**src/rtl/serial_word_if.sv**
```systemverilog
// Handshake and serial-output bundle between an upstream word source and serial_word_tx.
// The master side supplies words and the bit-rate strobe; the slave side produces the serial stream.
interface serial_word_if #(
   parameter int WIDTH = 8
);
   logic [WIDTH-1:0] in_data;
   logic             in_valid;
   logic             in_ready;
   logic             bit_en;
   logic             d_out;
   logic             d_valid;
   logic             d_last;
   logic             busy;

   modport master (
      output in_data, in_valid, bit_en,
      input  in_ready, d_out, d_valid, d_last, busy
   );

   modport slave (
      input  in_data, in_valid, bit_en,
      output in_ready, d_out, d_valid, d_last, busy
   );
endinterface

```
**src/rtl/serial_word_tx.sv**
```systemverilog
// Double-buffered parallel-to-serial word transmitter: one bit per bit_en strobe, gap-free framing.
// Define SER_PARITY_EN to append an even-parity bit to every frame (frame becomes WIDTH+1 bits).
module serial_word_tx #(
   parameter int   WIDTH      = 8,
   parameter bit   LSB_FIRST  = 1'b0,
   parameter logic IDLE_LEVEL = 1'b0
) (
   input  logic         clk,
   input  logic         reset,
   serial_word_if.slave bus
);
   localparam int CW = $clog2(WIDTH + 1);
   localparam int IW = $clog2(WIDTH);

`ifdef SER_PARITY_EN
   typedef enum logic [1:0] {S_IDLE, S_SHIFT, S_PAR} state_t;
`else
   typedef enum logic [0:0] {S_IDLE, S_SHIFT} state_t;
`endif

   state_t           r_state;
   logic [WIDTH-1:0] r_hold;
   logic             r_hold_full;
   logic [WIDTH-1:0] r_shift;
   logic [CW-1:0]    r_cnt;
   logic             r_d_out;
   logic             r_d_valid;
   logic             r_d_last;

   logic [IW-1:0]    w_idx;
   logic             w_first_bit;
   logic             w_next_bit;
   logic             w_frame_done;

   // r_cnt bits of the word are already on the line; w_idx picks the one that goes next.
   always_comb begin
      if (LSB_FIRST) begin
         w_idx = IW'(r_cnt);
      end else begin
         w_idx = IW'(CW'(WIDTH - 1) - r_cnt);
      end
   end

   assign w_next_bit  = r_shift[w_idx];
   assign w_first_bit = LSB_FIRST ? r_hold[0] : r_hold[WIDTH-1];

`ifdef SER_PARITY_EN
   assign w_frame_done = (r_state == S_PAR);
`else
   assign w_frame_done = (r_state == S_SHIFT) && (r_cnt == CW'(WIDTH));
`endif

   always_ff @(posedge clk or negedge reset) begin
      if (!reset) begin
         r_state     <= S_IDLE;
         r_hold      <= '0;
         r_hold_full <= 1'b0;
         r_shift     <= '0;
         r_cnt       <= '0;
         r_d_out     <= IDLE_LEVEL;
         r_d_valid   <= 1'b0;
         r_d_last    <= 1'b0;
      end else begin
         // Capture and hold-to-shifter transfer are mutually exclusive via r_hold_full.
         if (bus.in_valid && !r_hold_full) begin
            r_hold      <= bus.in_data;
            r_hold_full <= 1'b1;
         end

         if (bus.bit_en) begin
            if ((r_state == S_IDLE) || w_frame_done) begin
               if (r_hold_full) begin
                  r_shift     <= r_hold;
                  r_hold_full <= 1'b0;
                  r_d_out     <= w_first_bit;
                  r_d_valid   <= 1'b1;
                  r_d_last    <= 1'b0;
                  r_cnt       <= CW'(1);
                  r_state     <= S_SHIFT;
               end else begin
                  r_state     <= S_IDLE;
                  r_d_out     <= IDLE_LEVEL;
                  r_d_valid   <= 1'b0;
                  r_d_last    <= 1'b0;
                  r_cnt       <= '0;
               end
            end else if (r_cnt != CW'(WIDTH)) begin
               r_d_out   <= w_next_bit;
               r_d_valid <= 1'b1;
               r_cnt     <= r_cnt + CW'(1);
`ifdef SER_PARITY_EN
               r_d_last  <= 1'b0;
`else
               r_d_last  <= (r_cnt == CW'(WIDTH - 1));
`endif
            end
`ifdef SER_PARITY_EN
            else begin
               // Even parity over the whole word; the shifter is not disturbed while sending data.
               r_state   <= S_PAR;
               r_d_out   <= ^r_shift;
               r_d_valid <= 1'b1;
               r_d_last  <= 1'b1;
            end
`endif
         end
      end
   end

   assign bus.in_ready = ~r_hold_full;
   assign bus.d_out    = r_d_out;
   assign bus.d_valid  = r_d_valid;
   assign bus.d_last   = r_d_last;
   assign bus.busy     = (r_state != S_IDLE) | r_hold_full;

endmodule

```
**src/flat_wrapper.sv**
```systemverilog
// flat-port wrapper written by rule: the top's interface ports become plain ports
module serial_word_tx_flat 
#(
   parameter int   WIDTH      = 8,
   parameter bit   LSB_FIRST  = 1'b0,
   parameter logic IDLE_LEVEL = 1'b0
)
  (clk, reset, bus_in_data, bus_in_valid, bus_bit_en, bus_in_ready, bus_d_out, bus_d_valid, bus_d_last, bus_busy);
  serial_word_if #(.WIDTH(WIDTH)) bus_i ();
  input  logic clk;
  input  logic reset;
  input wire logic [$bits(bus_i.in_data)-1:0] bus_in_data;
  input wire logic [$bits(bus_i.in_valid)-1:0] bus_in_valid;
  input wire logic [$bits(bus_i.bit_en)-1:0] bus_bit_en;
  output wire logic [$bits(bus_i.in_ready)-1:0] bus_in_ready;
  output wire logic [$bits(bus_i.d_out)-1:0] bus_d_out;
  output wire logic [$bits(bus_i.d_valid)-1:0] bus_d_valid;
  output wire logic [$bits(bus_i.d_last)-1:0] bus_d_last;
  output wire logic [$bits(bus_i.busy)-1:0] bus_busy;
  assign bus_i.in_data = bus_in_data;
  assign bus_i.in_valid = bus_in_valid;
  assign bus_i.bit_en = bus_bit_en;
  assign bus_in_ready = bus_i.in_ready;
  assign bus_d_out = bus_i.d_out;
  assign bus_d_valid = bus_i.d_valid;
  assign bus_d_last = bus_i.d_last;
  assign bus_busy = bus_i.busy;
  serial_word_tx #(.WIDTH(WIDTH), .LSB_FIRST(LSB_FIRST), .IDLE_LEVEL(IDLE_LEVEL)) u_core (.clk(clk), .reset(reset), .bus(bus_i));
endmodule
```
**config.mk**
```make
export PLATFORM = sky130hd
export DESIGN_NAME = serial_word_tx_flat
export DESIGN_NICKNAME = d
export VERILOG_FILES = /design/src/rtl/serial_word_if.sv /design/src/rtl/serial_word_tx.sv /design/src/flat_wrapper.sv
export SDC_FILE = /design/constraint.sdc
export NUM_CORES = 1
export LEC_CHECK = 0
export BUFFER_PORTS_ARGS = -buffer_cell sky130_fd_sc_hd__buf_2
export CAP_MARGIN = 30
export CORE_MARGIN = 2
export CORE_UTILIZATION = 50
export DETAILED_ROUTE_END_ITERATION = 16
export GPL_ROUTABILITY_DRIVEN = 0
export HOLD_SLACK_MARGIN = 0.05
export PLACE_DENSITY_LB_ADDON = 0.05
export SLEW_MARGIN = 10
export SYNTH_ARGS = -nofsm -noshare
export SYNTH_HDL_FRONTEND = slang
export SYNTH_SLANG_ARGS = --single-unit
```
**constraint.sdc**
```tcl
create_clock -name clk -period 2.7 [get_ports clk]
set_clock_uncertainty 0.05 [all_clocks]
set_input_delay 0.675 -clock clk [delete_from_list [all_inputs] [get_ports clk]]
set_output_delay 0.675 -clock clk [all_outputs]
set_load 0.005 [all_outputs]
```
=== Word level (Yosys, flattened, before mapping) ===
Cells that the tools add are included.

* Input port bits: 12
* Register bits: 25
* Logic and storage cells: 42
* Output and inout bits: 5

* $add $sub $neg: 2
* Bitwise logic cells: 3
* Mux-type cells: 17
* Equal/unequal tests: 3
* Magnitude comparators: 1
* Reductions and logical operators: 8

{| class="wikitable"
|+ Operators with widths
! cell !! number
|-
| $mux W1 || 14
|-
| $mux W4 || 2
|-
| $add A4 B1 Y4 const B || 1
|-
| $eq A4 B3 Y1 const B || 1
|-
| $eq A4 B4 Y1 const B || 1
|-
| $lt A3 B4 Y1 const B || 1
|-
| $ne A4 B4 Y1 const B || 1
|-
| $reduce_and A2 Y1 || 2
|-
| $bmux W1 S3 || 1
|-
| $reduce_and A3 Y1 || 1
|-
| $sub A3 B3 Y3 const A || 1
|-
| $logic_and A1 B1 Y1 || 2
|-
| $not A1 Y1 || 2
|-
| $reduce_bool A2 Y1 || 1
|-
| $logic_not A1 Y1 || 1
|-
| $logic_or A1 B1 Y1 || 1
|-
| $or A1 B1 Y1 || 1
|}

=== Depth between registers and ports, before layout ===
* Word-level depth: 6
* Depth in mapped cells: 7
* Depth with buffers taken out: 6

=== Least setup slack after synthesis ===
OpenSTA, ideal clock, no wires.

* Path type: reg-to-reg
* From: register u_core.r_cnt[0]
* To: register u_core.r_shift[1]
* Buffers on the path: 1
* Setup time: 0.128 ns
* Data required time: 2.522 ns
* Stages on the path, launching flop included: 8
* Path slack: 0.942 ns
* Arrival time: 1.580 ns
* Period minus slack after synthesis: 1.758 ns
* Cells stage by stage: dfrtp_1 > inv_1 > ha_1 > nand2_1 > o21ai_2 > and3_1 > buf_4 > mux2_1

* Cells in the longest elaborated chain, start to end: 4

{| class="wikitable"
|+ Ends and longest elaborated chain
! item !! RTL line !! RTL
|-
| from (decl) || serial_word_tx.sv:25 || <nowiki>logic [CW-1:0] r_cnt;</nowiki>
|-
| from (signal assigned) || serial_word_tx.sv:90 || <nowiki>r_cnt <= r_cnt + CW'(1);</nowiki>
|-
| $eq A4 B4 Y1 || serial_word_tx.sv:50 || <nowiki>assign w_frame_done = (r_state == S_SHIFT) && (r_cnt == CW'(WIDTH));</nowiki>
|-
| $logic_and A1 B1 Y1 || serial_word_tx.sv:50 ||
|-
| $logic_or A1 B1 Y1 || serial_word_tx.sv:71 || <nowiki>if ((r_state == S_IDLE) || w_frame_done) begin</nowiki>
|-
| $reduce_and A3 Y1 (no line) || -- ||
|-
| to (signal assigned) || serial_word_tx.sv:73 || <nowiki>r_shift <= r_hold;</nowiki>
|-
| to (decl) || serial_word_tx.sv:24 || <nowiki>logic [WIDTH-1:0] r_shift;</nowiki>
|}

No other way between the ends.
A chain may end at the register's enable or synchronous reset.

=== Final worst setup path ===
* From: register u_core.r_cnt[0]
* To: register u_core.r_shift[7]

The elaborated chain is that of the path after synthesis.

==> impl_metrics.json <==
{
  "n_antenna_cell": 0,
  "fin_crit_sh": 0.7665,
  "drc": 0,
  "synth-compound-area-share": 0.07919,
  "final_layout_size_suffix_gt1_frac": 0.3000,
  "slowest_stage": "and3_1",
  "gr-usage-all-layers": 0.1546,
  "cts_tree": "yes",
  "clock_latency_ns": 0.31,
  "io_buffers": 16,
  "floorplan.initialDensity": 0.5149,
  "hold_class": "primary input to asynchronous set/reset pin",
  "cts.clk_slew.worst_paths_ns": 0.13,
  "core-area_um2": 2148,
  "die_y_um": 51.04,
  "fmax_mhz": 483.2,
  "nets": 115,
  "first_pass_iters": 3,
  "cts_buffers": 3,
  "cts-root-buf": "clkbuf_4",
  "worst_pin_slew_ns": 0.5458,
  "grt_pass1_vias": 689,
  "synthFlopType": "dfrtp_1",
  "grt_first_pass_wirelength_mm": 2.967,
  "yosysUniqueCellTypes": 26,
  "leakagePower_uw": 0.0005965,
  "syn_area_per_cell_um2": 13.33,
  "ys_seq_elements": 25,
  "cp_data_required_time_ns": 2.85,
  "place_worst_setup_slack_ns": 0.6178,
  "drt_iter0_markers": 5,
  "total_power_uw": 1230,
  "synth-seq-area-share": 0.5656,
  "cts_setup_buffers": 0,
  "routed_wirelength_mm": 1.744,
  "min_period_ns": 2.070,
  "synth-edff-count": 0,
  "crit_fanout": 11,
  "vias": 685,
  "area_delta_synth_final_pct": 11.65,
  "cp-end-kind": "register",
  "grt_max_degree": 26,
  "synth-adder-area-share": 0.02262,
  "h-tree-depth": 1,
  "num_rows": 17,
  "io_pins": 17,
  "synth_top_family_by_area": "multiplexers",
  "cts.hold.buffers_added": 0,
  "status": "finished, final reports clean",
  "dpl.hpwl_mm": 1.280,
  "rsz0062_at_grt": "false",
  "synthesis.nets": 97,
  "yosys-top-cells-count": "dfrtp_1, mux2_1, mux2_2",
  "setup_viol": 0,
  "crit_path_max_incr_delay_ns": 0.51,
  "crit_chain": "inv_1 -> ha_1 -> nand2_1 -> o21ai_2 -> and3_1 -> mux2_1",
  "clock-sinks": 25,
  "path_buf_inv": 1,
  "max-cap-violations": 0,
  "yosysMostFrequentCell": "dfrtp_1",
  "cts.repair.resized": 0,
  "critPathTopFamily": "simple AND/OR/NAND/NOR gates",
  "synth.area.mux_share": 0.2285,
  "synth_top_area_cell": "dfrtp_1",
  "cp-start-kind": "register",
  "power.density_nw_per_um2": 996.2,
  "nFillCells": 184,
  "hold_viol": 0,
  "netlist_area_um2": 1106,
  "peakVddDrop_mv": 0.5941,
  "die_area_um2": 2605,
  "synth_cells": 83,
  "post_drt_wl_per_cell_um": 13.63,
  "viasPerCell": 5.352,
  "overflow": 0,
  "critPathKind": "register to register",
  "clockBufferDepth": 2,
  "yosys.area_share.simple": 0.06900,
  "slew_headroom": 0.6361,
  "synthTopCellsByArea": "dfrtp_1, mux2_1, mux2_2",
  "maxSlewViolCount": 0,
  "tns_ns": 0,
  "cp_data_arrival_time_ns": 2.22,
  "final_antenna_net_count": 0,
  "fin_ws_ns": 0.6304,
  "die_x_um": 51.04,
  "grt_antenna_before_repair": 0,
  "ys_warn_count": 0,
  "synth_top_area_frac": 0.5656,
  "ys_async_sr_fraction": 1.000,
  "synth_xor_area_frac": 0
}
[cells by family (layout without fill, tap and decap cells)]
kind of cell,after synthesis,after routing
simple gates,14,14
compound gates,13,13
flops,25,25
mux,20,20
fa+ha+maj,2,2
buf+inv,9,26
[per-stage QoR]
stage | util | cell area, um^2 | hold slack (ns) | instances
floorplan | - | 1106 | 0.3294 | 83
global placement | 0.5626 | 1209 | 0.4120 | 124
detailed placement | 0.5626 | 1209 | 0.4208 | 124
CTS | 0.5748 | 1235 | 0.2918 | 128
global route | 0.5748 | 1235 | 0.3124 | 128
finish | 0.5748 | 1235 | 0.2796 | 128
[cell usage in the layout, fill, tap and decap left out, drive strengths merged, types with 3 or more instances in the layout]
master,netlist,routed
o21ai,5,5
nand2,4,4
buf,2,17
nor2,3,3
mux2,16,16
dfrtp,25,25
clkbuf,2,4
a21o,4,4
inv,5,5
[layout make-up]
class                      instances  area (um^2)  share of cell area
multi-input combinational         49        441.7              0.3577
inverter                           5        18.77             0.01520
clock buffer                       4        26.28             0.02128
tap                               28        35.03             0.02837
timing repair buffer              17        87.58             0.07092
sequential                        25        625.6              0.5066
[power breakdown]
group	internal [uW]	leakage (uW)	switching, uW	total, uW
Sequential	544	0.000301	122	666
Combinational	244	0.000280	158	403
Clock	57.6	0.0000150	104	161
Total	846	0.000597	384	1230
[state kept, by name (all words and copies together) (netlist names)]
| register | cells |
|---|---|
| u_core.bus.d_valid | 1 |
| u_core.bus.d_out | 1 |
| u_core.r_shift | 8 |
| u_core.r_cnt | 4 |
| u_core.r_state | 1 |
| u_core.r_hold | 8 |
| u_core.bus.d_last | 1 |
| u_core.r_hold_full | 1 |
[final timing paths]
path	startpoint	endpoint	slack [ns]	cells after the start
setup / recovery	u_core.r_cnt[0]	u_core.r_shift[7]	0.63	6
hold / removal	reset	u_core.r_cnt[3]	0.28	1
setup reg to reg	u_core.r_cnt[0]	u_core.r_shift[7]	0.63	6
hold reg to reg	u_core.r_shift[5]	u_core.r_shift[5]	0.45	1
max in group asynchronous	reset	u_core.r_state	1.96	1
min in group clk	u_core.r_shift[5]	u_core.r_shift[5]	0.45	1
[layer usage]
metal | GRT usage | part of all wire | vias to the layer above
met2 | 0.2749 | 0.51 | 11
met1 | 0.1824 | 0.45 | 348
met3 | 0.03509 | 0.034 | 2
met5 | 0 | 0 | -
li1 | - | - | 324
met4 | 0.05405 | 0.0075 | 0
Note: power is estimated with default switching activity, not from simulation.
